===== src/rtl/rv_mc_control_pkg.sv =====
// Shared encodings for the multicycle RV32I control FSM: opcodes, ULA op codes,
// mux select encodings and state encodings.
package rv_mc_control_pkg;

  localparam int unsigned STATE_W = 4;
  localparam int unsigned OPC_W   = 7;
  localparam int unsigned SEL_W   = 2;

  localparam logic [OPC_W-1:0] OPC_LOAD   = 7'b0000011;
  localparam logic [OPC_W-1:0] OPC_STORE  = 7'b0100011;
  localparam logic [OPC_W-1:0] OPC_RTYPE  = 7'b0110011;
  localparam logic [OPC_W-1:0] OPC_ITYPE  = 7'b0010011;
  localparam logic [OPC_W-1:0] OPC_BRANCH = 7'b1100011;
  localparam logic [OPC_W-1:0] OPC_JAL    = 7'b1101111;
  localparam logic [OPC_W-1:0] OPC_JALR   = 7'b1100111;
  localparam logic [OPC_W-1:0] OPC_LUI    = 7'b0110111;
  localparam logic [OPC_W-1:0] OPC_AUIPC  = 7'b0010111;

  localparam logic [SEL_W-1:0] ULA_ADD   = 2'b00;
  localparam logic [SEL_W-1:0] ULA_SUB   = 2'b01;
  localparam logic [SEL_W-1:0] ULA_RTYPE = 2'b10;
  localparam logic [SEL_W-1:0] ULA_ITYPE = 2'b11;

  localparam logic [SEL_W-1:0] SRC_A_PC     = 2'b00;
  localparam logic [SEL_W-1:0] SRC_A_OLD_PC = 2'b01;
  localparam logic [SEL_W-1:0] SRC_A_REG    = 2'b10;
  localparam logic [SEL_W-1:0] SRC_A_ZERO   = 2'b11;

  localparam logic [SEL_W-1:0] SRC_B_REG  = 2'b00;
  localparam logic [SEL_W-1:0] SRC_B_FOUR = 2'b01;
  localparam logic [SEL_W-1:0] SRC_B_IMM  = 2'b10;

  localparam logic [SEL_W-1:0] PC_SRC_ULA    = 2'b00;
  localparam logic [SEL_W-1:0] PC_SRC_ALUOUT = 2'b01;

  localparam logic [SEL_W-1:0] WB_ALUOUT = 2'b00;
  localparam logic [SEL_W-1:0] WB_MDR    = 2'b01;
  localparam logic [SEL_W-1:0] WB_PC     = 2'b10;

  typedef enum logic [STATE_W-1:0] {
    S_IDLE     = 4'd0,
    S_FETCH    = 4'd1,
    S_DECODE   = 4'd2,
    S_MEM_ADDR = 4'd3,
    S_MEM_RD   = 4'd4,
    S_MEM_WB   = 4'd5,
    S_MEM_WR   = 4'd6,
    S_EXEC_R   = 4'd7,
    S_EXEC_I   = 4'd8,
    S_LUI      = 4'd9,
    S_ALU_WB   = 4'd10,
    S_BRANCH   = 4'd11,
    S_JAL      = 4'd12,
    S_JALR     = 4'd13,
    S_TRAP     = 4'd14
  } state_t;

endpackage


===== src/rtl/rv_mc_control.sv =====
// Multicycle RV32I main control FSM with retired-instruction counter.
// RV_MC_ILLEGAL_TRAP_EN: illegal decodes park in a sticky TRAP state instead of acting as NOPs.
module rv_mc_control
  import rv_mc_control_pkg::*;
#(
  parameter int unsigned INSTRET_W = 32
) (
  input  logic                 clk,
  input  logic                 rst_n,
  input  logic [6:0]           opcode,
  input  logic [2:0]           funct3,
  input  logic                 zero,
  input  logic                 mem_ready,
  output logic                 mem_read,
  output logic                 mem_write,
  output logic                 i_or_d,
  output logic                 ir_write,
  output logic                 pc_write,
  output logic [1:0]           pc_source,
  output logic [1:0]           ula_src_a,
  output logic [1:0]           ula_src_b,
  output logic [1:0]           ula_op,
  output logic                 reg_write,
  output logic [1:0]           wb_sel,
  output logic                 illegal_inst,
  output logic [INSTRET_W-1:0] instret
);

  state_t                 state, state_nxt;
  logic [INSTRET_W-1:0]   instret_q;
  logic                   retire;
  logic                   illegal_nxt;

  // State register; reset drops any in-flight access since outputs decode from state.
  always_ff @(posedge clk or negedge rst_n) begin
    if (!rst_n) state <= S_IDLE;
    else        state <= state_nxt;
  end

`ifdef RV_MC_ILLEGAL_TRAP_EN
  assign illegal_nxt = 1'b1;
`else
  assign illegal_nxt = 1'b0;
`endif

  always_comb begin
    state_nxt    = state;
    mem_read     = 1'b0;
    mem_write    = 1'b0;
    i_or_d       = 1'b0;
    ir_write     = 1'b0;
    pc_write     = 1'b0;
    pc_source    = PC_SRC_ULA;
    ula_src_a    = SRC_A_PC;
    ula_src_b    = SRC_B_REG;
    ula_op       = ULA_ADD;
    reg_write    = 1'b0;
    wb_sel       = WB_ALUOUT;
    illegal_inst = 1'b0;
    unique case (state)
      S_IDLE: state_nxt = S_FETCH;
      S_FETCH: begin
        mem_read  = 1'b1;
        ula_src_b = SRC_B_FOUR;
        ir_write  = mem_ready;
        pc_write  = mem_ready;
        if (mem_ready) state_nxt = S_DECODE;
      end
      S_DECODE: begin
        ula_src_a = SRC_A_OLD_PC;
        ula_src_b = SRC_B_IMM;
        state_nxt = illegal_nxt ? S_TRAP : S_FETCH;
        unique case (opcode)
          OPC_LOAD, OPC_STORE: state_nxt = S_MEM_ADDR;
          OPC_RTYPE:           state_nxt = S_EXEC_R;
          OPC_ITYPE:           state_nxt = S_EXEC_I;
          OPC_BRANCH:          if (funct3 == 3'b000 || funct3 == 3'b001) state_nxt = S_BRANCH;
          OPC_JAL:             state_nxt = S_JAL;
          OPC_JALR:            state_nxt = S_JALR;
          OPC_LUI:             state_nxt = S_LUI;
          OPC_AUIPC:           state_nxt = S_ALU_WB;
          default:             ;
        endcase
      end
      S_MEM_ADDR: begin
        ula_src_a = SRC_A_REG;
        ula_src_b = SRC_B_IMM;
        state_nxt = (opcode == OPC_LOAD) ? S_MEM_RD : S_MEM_WR;
      end
      S_MEM_RD: begin
        mem_read = 1'b1;
        i_or_d   = 1'b1;
        if (mem_ready) state_nxt = S_MEM_WB;
      end
      S_MEM_WB: begin
        reg_write = 1'b1;
        wb_sel    = WB_MDR;
        state_nxt = S_FETCH;
      end
      S_MEM_WR: begin
        mem_write = 1'b1;
        i_or_d    = 1'b1;
        if (mem_ready) state_nxt = S_FETCH;
      end
      S_EXEC_R: begin
        ula_src_a = SRC_A_REG;
        ula_op    = ULA_RTYPE;
        state_nxt = S_ALU_WB;
      end
      S_EXEC_I: begin
        ula_src_a = SRC_A_REG;
        ula_src_b = SRC_B_IMM;
        ula_op    = ULA_ITYPE;
        state_nxt = S_ALU_WB;
      end
      S_LUI: begin
        ula_src_a = SRC_A_ZERO;
        ula_src_b = SRC_B_IMM;
        state_nxt = S_ALU_WB;
      end
      S_ALU_WB: begin
        reg_write = 1'b1;
        state_nxt = S_FETCH;
      end
      S_BRANCH: begin
        ula_src_a = SRC_A_REG;
        ula_op    = ULA_SUB;
        pc_source = PC_SRC_ALUOUT;
        pc_write  = funct3[0] ? !zero : zero;
        state_nxt = S_FETCH;
      end
      S_JAL: begin
        pc_write  = 1'b1;
        pc_source = PC_SRC_ALUOUT;
        reg_write = 1'b1;
        wb_sel    = WB_PC;
        state_nxt = S_FETCH;
      end
      S_JALR: begin
        ula_src_a = SRC_A_REG;
        ula_src_b = SRC_B_IMM;
        pc_write  = 1'b1;
        reg_write = 1'b1;
        wb_sel    = WB_PC;
        state_nxt = S_FETCH;
      end
      S_TRAP: begin
        // Only reachable with trapping enabled; left by reset alone.
        illegal_inst = illegal_nxt;
        state_nxt    = illegal_nxt ? S_TRAP : S_FETCH;
      end
      default: state_nxt = S_IDLE;
    endcase
  end

  // A retire is any return to FETCH from an execute/writeback state; DECODE->FETCH is an illegal NOP.
  assign retire = (state_nxt == S_FETCH) && (state != S_IDLE) &&
                  (state != S_FETCH) && (state != S_DECODE);

  always_ff @(posedge clk or negedge rst_n) begin
    if (!rst_n)      instret_q <= '0;
    else if (retire) instret_q <= instret_q + INSTRET_W'(1);
  end

  assign instret = instret_q;

endmodule


===== config.mk =====
export PLATFORM = sky130hd
export DESIGN_NAME = rv_mc_control
export DESIGN_NICKNAME = d
export VERILOG_FILES = /design/src/rtl/rv_mc_control_pkg.sv /design/src/rtl/rv_mc_control.sv
export SDC_FILE = /design/constraint.sdc
export NUM_CORES = 1
export LEC_CHECK = 0
export BUFFER_PORTS_ARGS = -buffer_cell sky130_fd_sc_hd__buf_2
export CORE_MARGIN = 3
export CORE_UTILIZATION = 45
export CTS_CLUSTER_SIZE = 20
export DETAILED_ROUTE_END_ITERATION = 10
export GPL_TIMING_DRIVEN = 0
export MAX_ROUTING_LAYER = met4
export PLACE_DENSITY = 0.77
export SYNTH_ARGS = -nofsm -noshare
export SYNTH_HDL_FRONTEND = slang
export SYNTH_SLANG_ARGS = --single-unit

===== constraint.sdc =====
create_clock -name clk -period 3.5 [get_ports clk]
set_input_delay 0.525 -clock clk [delete_from_list [all_inputs] [get_ports clk]]
set_output_delay 0.525 -clock clk [all_outputs]
set_load 0.05 [all_outputs]

==> results of run 1 <==
[state kept, by name, summed over array words and instances (netlist names)]
signal	cells
instret	32
state	4
[worst paths after layout]
kind                            cells past startpoint  slack, ns                 endpoint                    start
worst max-delay path                                6       0.70                reg_write       state[1]$_DFF_PN0_
worst min-delay path                                1       0.31  instret[30]$_DFFE_PN0P_                    rst_n
worst max register to register                      5       1.60  instret[29]$_DFFE_PN0P_       state[1]$_DFF_PN0_
worst min register to register                      1       0.47  instret[31]$_DFFE_PN0P_  instret[31]$_DFFE_PN0P_
max in group asynchronous                           1       2.70   instret[8]$_DFFE_PN0P_                    rst_n
min in group clk                                    1       0.47  instret[31]$_DFFE_PN0P_  instret[31]$_DFFE_PN0P_
[kinds of logic after synthesis]
| group | Yosys count | synth area share |
|---|---|---|
| adders and majority gates | 1 | 0.00587 |
| DFF | 36 | 0.423 |
| other | 1 | 0.00176 |
| AOI/OAI and AO/OA | 32 | 0.0922 |
| muxes | 2 | 0.0153 |
| buffers and inverters | 20 | 0.0435 |
| and+or+nand+nor | 108 | 0.279 |
| xor gates and xnor gates | 33 | 0.139 |
[power by group]
part           total (mW)  switching [mW]  internal, mW
logic               0.882           0.643         0.239
clock network       0.351           0.140         0.211
registers           0.486          0.0316         0.454
total                1.72           0.814         0.905
[cell usage in the layout (no fill, tap or decap), types with 3 or more instances in the layout]
cell type   n
a21oi_1     9
buf_4       3
xnor2_1    26
clkbuf_1    7
nor2b_1     3
nor2_1     12
nor4_1      3
a21o_1      3
xor2_1      6
o22ai_1     5
and3_1      5
o21ai_0     7
inv_1       5
nand2b_1    3
nor3_1     12
nand3_1    17
nand2_1    28
buf_2      65
dfrtp_1    36
clkbuf_8    5
nand4_1     6
and2_1      4
[per-stage QoR]
stage	hold slack, ns	instances	util	power [mW]	setup WS [ns]
2_1_floorplan	0.229	234	-	1.19	0.669
3_3_place_gp	0.450	346	0.558	1.37	1.04
3_5_place_dp	0.462	346	0.558	1.37	1.02
4_1_cts	0.329	354	0.582	1.73	0.710
5_1_grt	0.364	354	0.582	1.82	0.485
6_report	0.311	354	0.582	1.72	0.702
[worst reg2reg max path, delay by kind of cell (launching register included)]
family                    cells  cell delay, ns
DFF                           1            0.32
buffers and inverters         1            0.34
and+or+nand+nor               2            0.63
xor gates and xnor gates      1            0.14
muxes                         1            0.36
[routing by layer]
metal / routed length (um) / track usage / vias up / share of wire
met4: 75 / 0.0692 / 0 / 0.016
li1: - / - / 945 / -
met3: 213 / 0.0401 / 7 / 0.046
met2: 2150 / 0.266 / 67 / 0.47
met1: 2150 / 0.240 / 867 / 0.47
met5: 0 / - / - / 0
[final cells by class]
cell class | count | area [sq um] | share of cell area
well taps | 52 | 65.1 | 0.0250
multi-input cells | 178 | 1140 | 0.437
repair buffers | 60 | 300 | 0.115
clock inverters | 2 | 35.0 | 0.0134
flip-flops and latches | 36 | 901 | 0.346
plain buffers | 15 | 73.8 | 0.0283
clock buffers | 6 | 72.6 | 0.0278
inverters | 5 | 18.8 | 0.00720
==> impl_results.md, run 1 <==
* DR vias/cell at 5.33
* Relative slew slack at 0.490
* Total routed wirelength at 4590 um
* Insertion delay to the later sink of the worst-skew pair at between 0.2 and 0.3 ns
* Lkg Pwr at 1.32 nW
* Initial antenna violation count at 0
* Gr ovfl total at 0
* # Max-Cap Violations at 0
* Post-synth top area share at 0.423
* Top cells by area, synth: dfrtp_1 (42%), xnor2_1 (11%), nand2_1 (4.9%)
* Final period util at 0.799
* Placed Area at 2500 sq um
* Worst Path Max Fanout at 10
* GP Congestion at a little under 0.9
* RSZ-0062 raised after global routing: no
* Fin. Hold Viols at 0
* PortBufs at 60
* Share of cells above drive strength 1 at 0.281
* Ordered cell list for the critical path: clkbuf_1, clkbuf_1, clkbuf_1, nand2_1, o22ai_1, buf_2
* Mean post-synth cell area at around 9.1 sq um
* Final setup viols at 0
* Drt first-iter violations at 63
* Critical Path Max Stage Delay at approximately 0.37 ns
* Nets at 316
* Initial Utilization at 0.476
* CTS buffer count at 5
* Main synth FF type: dfrtp_1
* Hpwl dp at about 3400 um
* CP max stage cell: clkbuf_1
* EDFF count, synth at 0
* Via count at 1886
* Most common cell in the netlist: dfrtp_1
* First-pass GRT wire length at 7440 um
* Vias in the first global route at 1644
* CORE AREA at 4470 sq um
* H-tree depth at 2
* Clock Skew at 0.00625 ns
* Drt pass-1 iters at 4
* #FFs+latches synth at 36
* Antenna fix cells at 0
* Maximum VDD drop at 0.000724 V
* Clk sinks at 36
* Post-synthesis cell type count at 46
* CTS Root Buffer Type: clkbuf_8
* Setup CP Type: flop to output pin
* Worst-path clk slew at around 0.070 ns
* CTS-repair resized insts at 0
* GRT Resource Usage Total at 0.180
* Die area at around 5600 sq um
* Pwr dens at 659 nW/um^2
* Postcts setup bufs at 0
* Post-synthesis async set-or-reset flop share at 1.00
* Most common library cells after synthesis: dfrtp_1 (36), nand2_1 (28), xnor2_1 (26)
* Fillers at 388
* Final Cell Area at 2610 sq um
* Critical path endpoint category: output pin
* Post-synthesis sequential area ratio at 0.423
* Fin crit period at 2.80 ns
* Die width at 74.8 um
* CP delay by family, top: buffers and inverters
* Die Height at 74.8 um
* Post-route setup TNS at 0 ns
* Worst slew pin tran at 0.764 ns
* CTS Hold Buffers Added at 0
* FMAX at 357 MHz
* Leading area contributor after synthesis: dfrtp_1
* Post-DRT Antenna Nets at 0
* CP most frequent cell: clkbuf_1
* DRC violations left at 0
* Area Overhead vs Synth at 22.4%
* Critical Path AT at 2.27 ns
* Worst path required time at 2.97 ns
* Pin count of the biggest net entering global routing at 37
* CTS max path bufs at 2
* Mapped Cells at 233
* CTS tree: built
* Number of synthesis warnings at 0
* IO Count at 63
* Worst hold-check path type: primary input to async pin
* Worst Path Buf+Inv at 4
* Rows at 24
* Drt wl/cell at 13.0 um
* Outcome: completed
* Mapped cell area at about 2100 sq um
* Final Max Slew Viols at 0
* Crit path launch type: flop
(Power assumes the default switching activity.)
==> inputs of run 2 (changes only) <==
- ABC_AREA: default -> 1
- PLACE_DENSITY: 0.77 -> 0.75
- clock period: 3.5 -> 2.7 ns (I/O delays scaled with it)
==> impl_results.md, run 2 <==
* Outcome: completed
* CTS buffer count at 5
* Crit path launch type: flop
* Post-synth top area share at 0.341
* RSZ-0062 raised after global routing: no
* Drt pass-1 iters at 4
* Initial Utilization at 0.471
* Postcts setup bufs at 0
* Crit. Startpoint: state[1]$_DFF_PN0_
* Vias in the first global route at between 2000 and 3000
* Lkg Pwr at about 1.8 nW
* Mapped Cells at 401
* Total routed wirelength at 7280 um
* Fillers at 575
* Setup CP Type: flop to output pin
* Hpwl dp at between 5000 and 6000 um
* CTS-repair resized insts at 0
* GRT Resource Usage Total at 0.230
* Die area at 6820 sq um
* Final period util at 0.785
* Post-synthesis cell type count at 26
* Mapped cell area at 2640 sq um
* Register area at roughly 900 sq um
* Nets at 484
* EDFF count, synth at 0
* PortBufs at 60
* Insertion delay to the later sink of the worst-skew pair at 0.29 ns
* Fin. Hold Viols at 0
* Leading area contributor after synthesis: dfrtp_1
* Critical path endpoint category: output pin
* Max reg flops at 32
* CP most frequent cell: inv_1
* Final Power at 2.72 mW
* Die width at 82.6 um
* Ordered cell list for the critical path: inv_2, nor2_1, inv_1, nor2_2, inv_1, nand4_1, buf_2
* Top cells by area, synth: dfrtp_1 (34%), nand2_1 (21%), nand3_1 (8.5%)
* Area Overhead vs Synth at 19.7%
* CTS max path bufs at 2
* Reg2reg start: instret[0]$_DFFE_PN0P_
* Post-synthesis sequential area ratio at 0.341
* Post-synthesis async set-or-reset flop share at 1.00
* Commonest non-fill, non-tap cell in the layout: nand2_1
* Min Hold Slack at around 0.19 ns
* Initial antenna violation count at 0
* Post-DRT Antenna Nets at 0
* Critical Path AT at 1.72 ns
* Pin count of the biggest net entering global routing at 37
* Pwr dens at 861 nW/um^2
* Via count at 2772
* Die Height at 82.6 um
* Final setup viols at 0
* CTS tree: built
* GP Congestion at 0.967
* Worst Path Max Fanout at 5
* Mean post-synth cell area at 6.59 sq um
* Rows at 27
* Number of synthesis warnings at 0
* Post-route setup TNS at 0 ns
* Clock Skew at about 0.0047 ns
* Critical Path Max Stage Delay at 0.44 ns
* CTS Root Buffer Type: clkbuf_8
* Drt first-iter violations at 207
* Most common library cells after synthesis: nand2_1 (150), nor2_1 (49), nand3_1 (45)
* DRC violations left at 0
* H-tree depth at 2
* Final Max Slew Viols at 0
* Most common cell in the netlist: nand2_1
* #FFs+latches synth at 36
* # Max-Cap Violations at 0
* Clk sinks at 36
* Worst hold-check path type: primary input to async pin
* CTS Hold Buffers Added at 0
* Placed Area at 3040 sq um
* Maximum VDD drop at 0.000668 V
* Antenna fix cells at 0
* Most frequent cells in the layout: nand2_1 (150), buf_2 (63), nor2_1 (49), nand3_1 (45), dfrtp_1 (36)
* Multi-input gate area at 1550 sq um
* Worst path required time at about 2.3 ns
* FMAX at 472 MHz
* Relative slew slack at 0.478
* Gr ovfl total at 0
* Worst-path clk slew at 0.07 ns
* Fin crit period at 2.12 ns
* CP max stage cell: dfrtp_1
* First-pass GRT wire length at around 12000 um
* CORE AREA at ~5600 sq um
* Drt wl/cell at 13.4 um
* Final Cell Area at about 3200 sq um
* IO Count at 63
* Main synth FF type: dfrtp_1
* DR vias/cell at a little over 5
* Worst slew pin tran at 0.783 ns
* Share of cells above drive strength 1 at 0.202
run 2: cell count changes in the layout (fill, tap and decap cells not counted), sizes merged, moves of 5 or more:
cell | previous run | this run
a21oi | 9 | 3
and3 | 7 | 0
clkbuf | 12 | 7
inv | 5 | 30
nand2 | 28 | 156
nand3 | 18 | 45
nor2 | 12 | 55
o22ai | 5 | 0
xnor2 | 27 | 12
xor2 | 6 | 18
run 2: metal layers:
metal / track usage / vias to the layer above / wire [um]
li1: - / 1402 / -
met1: 0.294 / 1301 / 3460
met2: 0.390 / 61 / 3500
met3: 0.0239 / 8 / 248
met4: 0.0556 / 0 / 69
met5: - / - / 0
run 2: final cells by class:
type | instances | share of cell area
Multi-Input combinational cell | 325 | 0.489
Sequential cell | 36 | 0.285
Timing Repair Buffer | 60 | 0.0950
Inverter | 30 | 0.0356
Clock buffer | 7 | 0.0305
Tap cell | 72 | 0.0285
Buffer | 11 | 0.0273
Clock inverter | 1 | 0.00950
run 2: cells by family after synthesis:
| family | synth area share |
|---|---|
| AND/OR/NAND/NOR | 0.449 |
| buffers and inverters | 0.0753 |
| flip-flops | 0.341 |
| XOR/XNOR | 0.0995 |
| AO/OA/AOI/OAI | 0.0289 |
| adder cells (fa/ha/maj) | 0.00474 |
| other | 0.00142 |
run 2: critical path: cells and delay by family, from the launching register on:
kind,cells,cell delay (ns)
buf+inv,4,0.53
simple gates,3,0.46
flops,1,0.44
run 2: report_power, final:
group	leakage [nW]	switching [mW]	internal [mW]
Clock	0.0645	0.198	0.326
Combinational	1.20	1.16	0.385
Sequential	0.495	0.0623	0.590
Total	1.76	1.42	1.30
run 2: metrics by stage:
step,setup WS [ns],instances,util
after detailed placement,0.742,534,0.541
after floorplan,0.393,402,-
after CTS,0.613,542,0.564
after global routing,0.457,542,0.564
after global placement,0.803,534,0.541
final,0.580,542,0.564
run 2: worst paths after layout:
kind	cells after the start	endpoint	slack (ns)
setup reg to reg	9	instret[24]$_DFFE_PN0P_	0.75
max in group asynchronous	1	state[0]$_DFF_PN0_	2.01
hold reg to reg	2	instret[31]$_DFFE_PN0P_	0.53
hold / removal	1	instret[16]$_DFFE_PN0P_	0.19
min in group clk	5	state[1]$_DFF_PN0_	0.51
setup / recovery	7	ula_src_b[1]	0.58
==> inputs of run 3 (changes only) <==
- clock period: 2.7 -> 2 ns (I/O delays scaled with it)
==> impl_results.md, run 3 (synthesized netlist as in run 2, its figures left out) <==
* Worst r2r dst: instret[20]$_DFFE_PN0P_
* Drt pass-1 iters at 4
* Pwr dens at 1150 nW/um^2
* Met3 Use GR at 0.0347
* Final period util at 0.953
* Drt first-iter violations at between 100 and 150
* RSZ-0062 raised after global routing: yes
* Clock Skew at 0.00880 ns
* Maximum VDD drop at 0.000952 V
* Critical path endpoint category: output pin
* Gr ovfl total at 0
* Final Max Slew Viols at 0
* Top Usage Layer GRT: met2
* Commonest non-fill, non-tap cell in the layout: nand2_1
* Fillers at 570
* Critical Path AT at about 1.6 ns
* Crit path launch type: flop
* Share of cells above drive strength 1 at 0.242
* Drt wl/cell at roughly 13 um
* Via count at 2776
* Placed Cells at ~530
* Final Non-Filler Cells at about 540
* Pin count of the biggest net entering global routing at 37
* Die Height at 82.6 um
* Reg2reg start: state[0]$_DFF_PN0_
* Worst-path clk slew at 0.08 ns
* CTS buffer count at 5
* Multi-input gate area at about 1600 sq um
* Initial Utilization at 0.471
* Die width at slightly above 80 um
* Fin crit period at 1.91 ns
* Met1 Track Usage GR at 0.312
* # Max-Cap Violations at 0
* Reg2Reg Depth at 11
* Antenna fix cells at 0
* Lkg Pwr at 1.75 nW
* Grt met2 use at 0.371
* H-tree depth at 2
* DR vias/cell at 5.10
* Total routed wirelength at 7150 um
* CORE AREA at approximately 5600 sq um
* CTS tree: built
* Critical Path Max Stage Delay at roughly 0.46 ns
* FMAX at between 500 and 600 MHz
* Worst Path Max Fanout at 5
* Post-DRT Antenna Nets at 0
* CP max stage cell: dfrtp_2
* Hpwl dp at about 5700 um
* Outcome: completed
* Ordered cell list for the critical path: nor2_2, inv_1, nor2_2, inv_1, nand2_1, buf_2
* FF-to-FF setup slack at ~0.14 ns
* GP Congestion at 0.986
* Area Overhead vs Synth at 21.7%
* Nets at 486
* Worst slew pin tran at between 0.8 and 0.9 ns
* Most frequent cells in the layout: nand2_1 (148), buf_2 (62), nor2_1 (43), nand3_1 (42), dfrtp_1 (33)
* Max reg flops at 32
* PortBufs at 60
* Die area at 6820 sq um
* Rows at 27
* CTS max path bufs at 2
* DRC violations left at 0
* Worst path required time at approximately 1.7 ns
* GRT Resource Usage Total at 0.234
* Worst hold-check path type: primary input to async pin
* Final setup viols at 0
* Fin. Hold Viols at 0
* Register area at 905 sq um
* Insertion delay to the later sink of the worst-skew pair at roughly 0.29 ns
* Clk sinks at 36
* CTS Root Buffer Type: clkbuf_8
* Final core utilization at 0.573
* Initial antenna violation count at 0
* Setup CP Type: flop to output pin
* IO Count at 63
* First-pass GRT wire length at 11900 um
* Relative slew slack at 0.455
* Vias in the first global route at between 2000 and 3000
* Post-route setup TNS at 0 ns
## run 3: layout make-up
class | instances | area share
timing repair buffer | 62 | 0.0988
tap | 72 | 0.0280
multi-input combinational | 325 | 0.495
clock inverter | 3 | 0.0132
inverter | 30 | 0.0350
clock buffer | 5 | 0.0214
buffer | 11 | 0.0268
sequential | 36 | 0.281
## run 3: how the worst max path moves through the flow
stage,startpoint,slack [ns],depth (start not counted),end
4_1_cts,state[1]$_DFF_PN0_,0.02,7,ula_src_a[0]
2_1_floorplan,instret[1]$_DFFE_PN0P_,0.006,9,instret[24]$_DFFE_PN0P_
6_report,state[0]$_DFF_PN0_,0.09,6,ula_src_a[0]
5_1_grt,state[0]$_DFF_PN0_,-0.004,6,ula_src_a[0]
3_3_place_gp,instret[0]$_DFFE_PN0P_,0.03,9,instret[24]$_DFFE_PN0P_
3_5_place_dp,instret[0]$_DFFE_PN0P_,0.01,9,instret[24]$_DFFE_PN0P_
## run 3: critical path, delay by kind of cell (launching register included)
family	cells	cell delay (ns)
buf+inv	3	0.44
simple gates	3	0.42
flops	1	0.46
## run 3: power by group
part           total (mW)  internal (mW)  switching, mW
clock network       0.644          0.369          0.275
registers           0.906          0.801          0.104
logic                2.15          0.596           1.56
total                3.70           1.77           1.94
## run 3: routing by layer
layer	share of wire	vias to the layer above
met1	0.46	1295
met4	0.014	0
met3	0.060	11
met2	0.47	72
li1	-	1398
met5	0	-
## run 3: stage by stage
step / hold slack (ns) / area (sq um) / setup WS, ns / power [mW]
2_1_floorplan: 0.00441 / 2660 / 0.00628 / 2.50
3_3_place_gp: 0.418 / 3050 / 0.0270 / 2.93
3_5_place_dp: 0.439 / 3050 / 0.0129 / 2.96
4_1_cts: 0.116 / 3160 / 0.0167 / 3.63
5_1_grt: 0.150 / 3220 / -0.00445 / 3.94
6_report: 0.0930 / 3220 / 0.0942 / 3.70
## run 3: timing repair
action,CTS,global route
gates resized for setup,2,13
hold buffers,0,0
cloned,0,0
pin swaps,0,5
setup endpoints to repair,3,33
buffers inserted,0,2
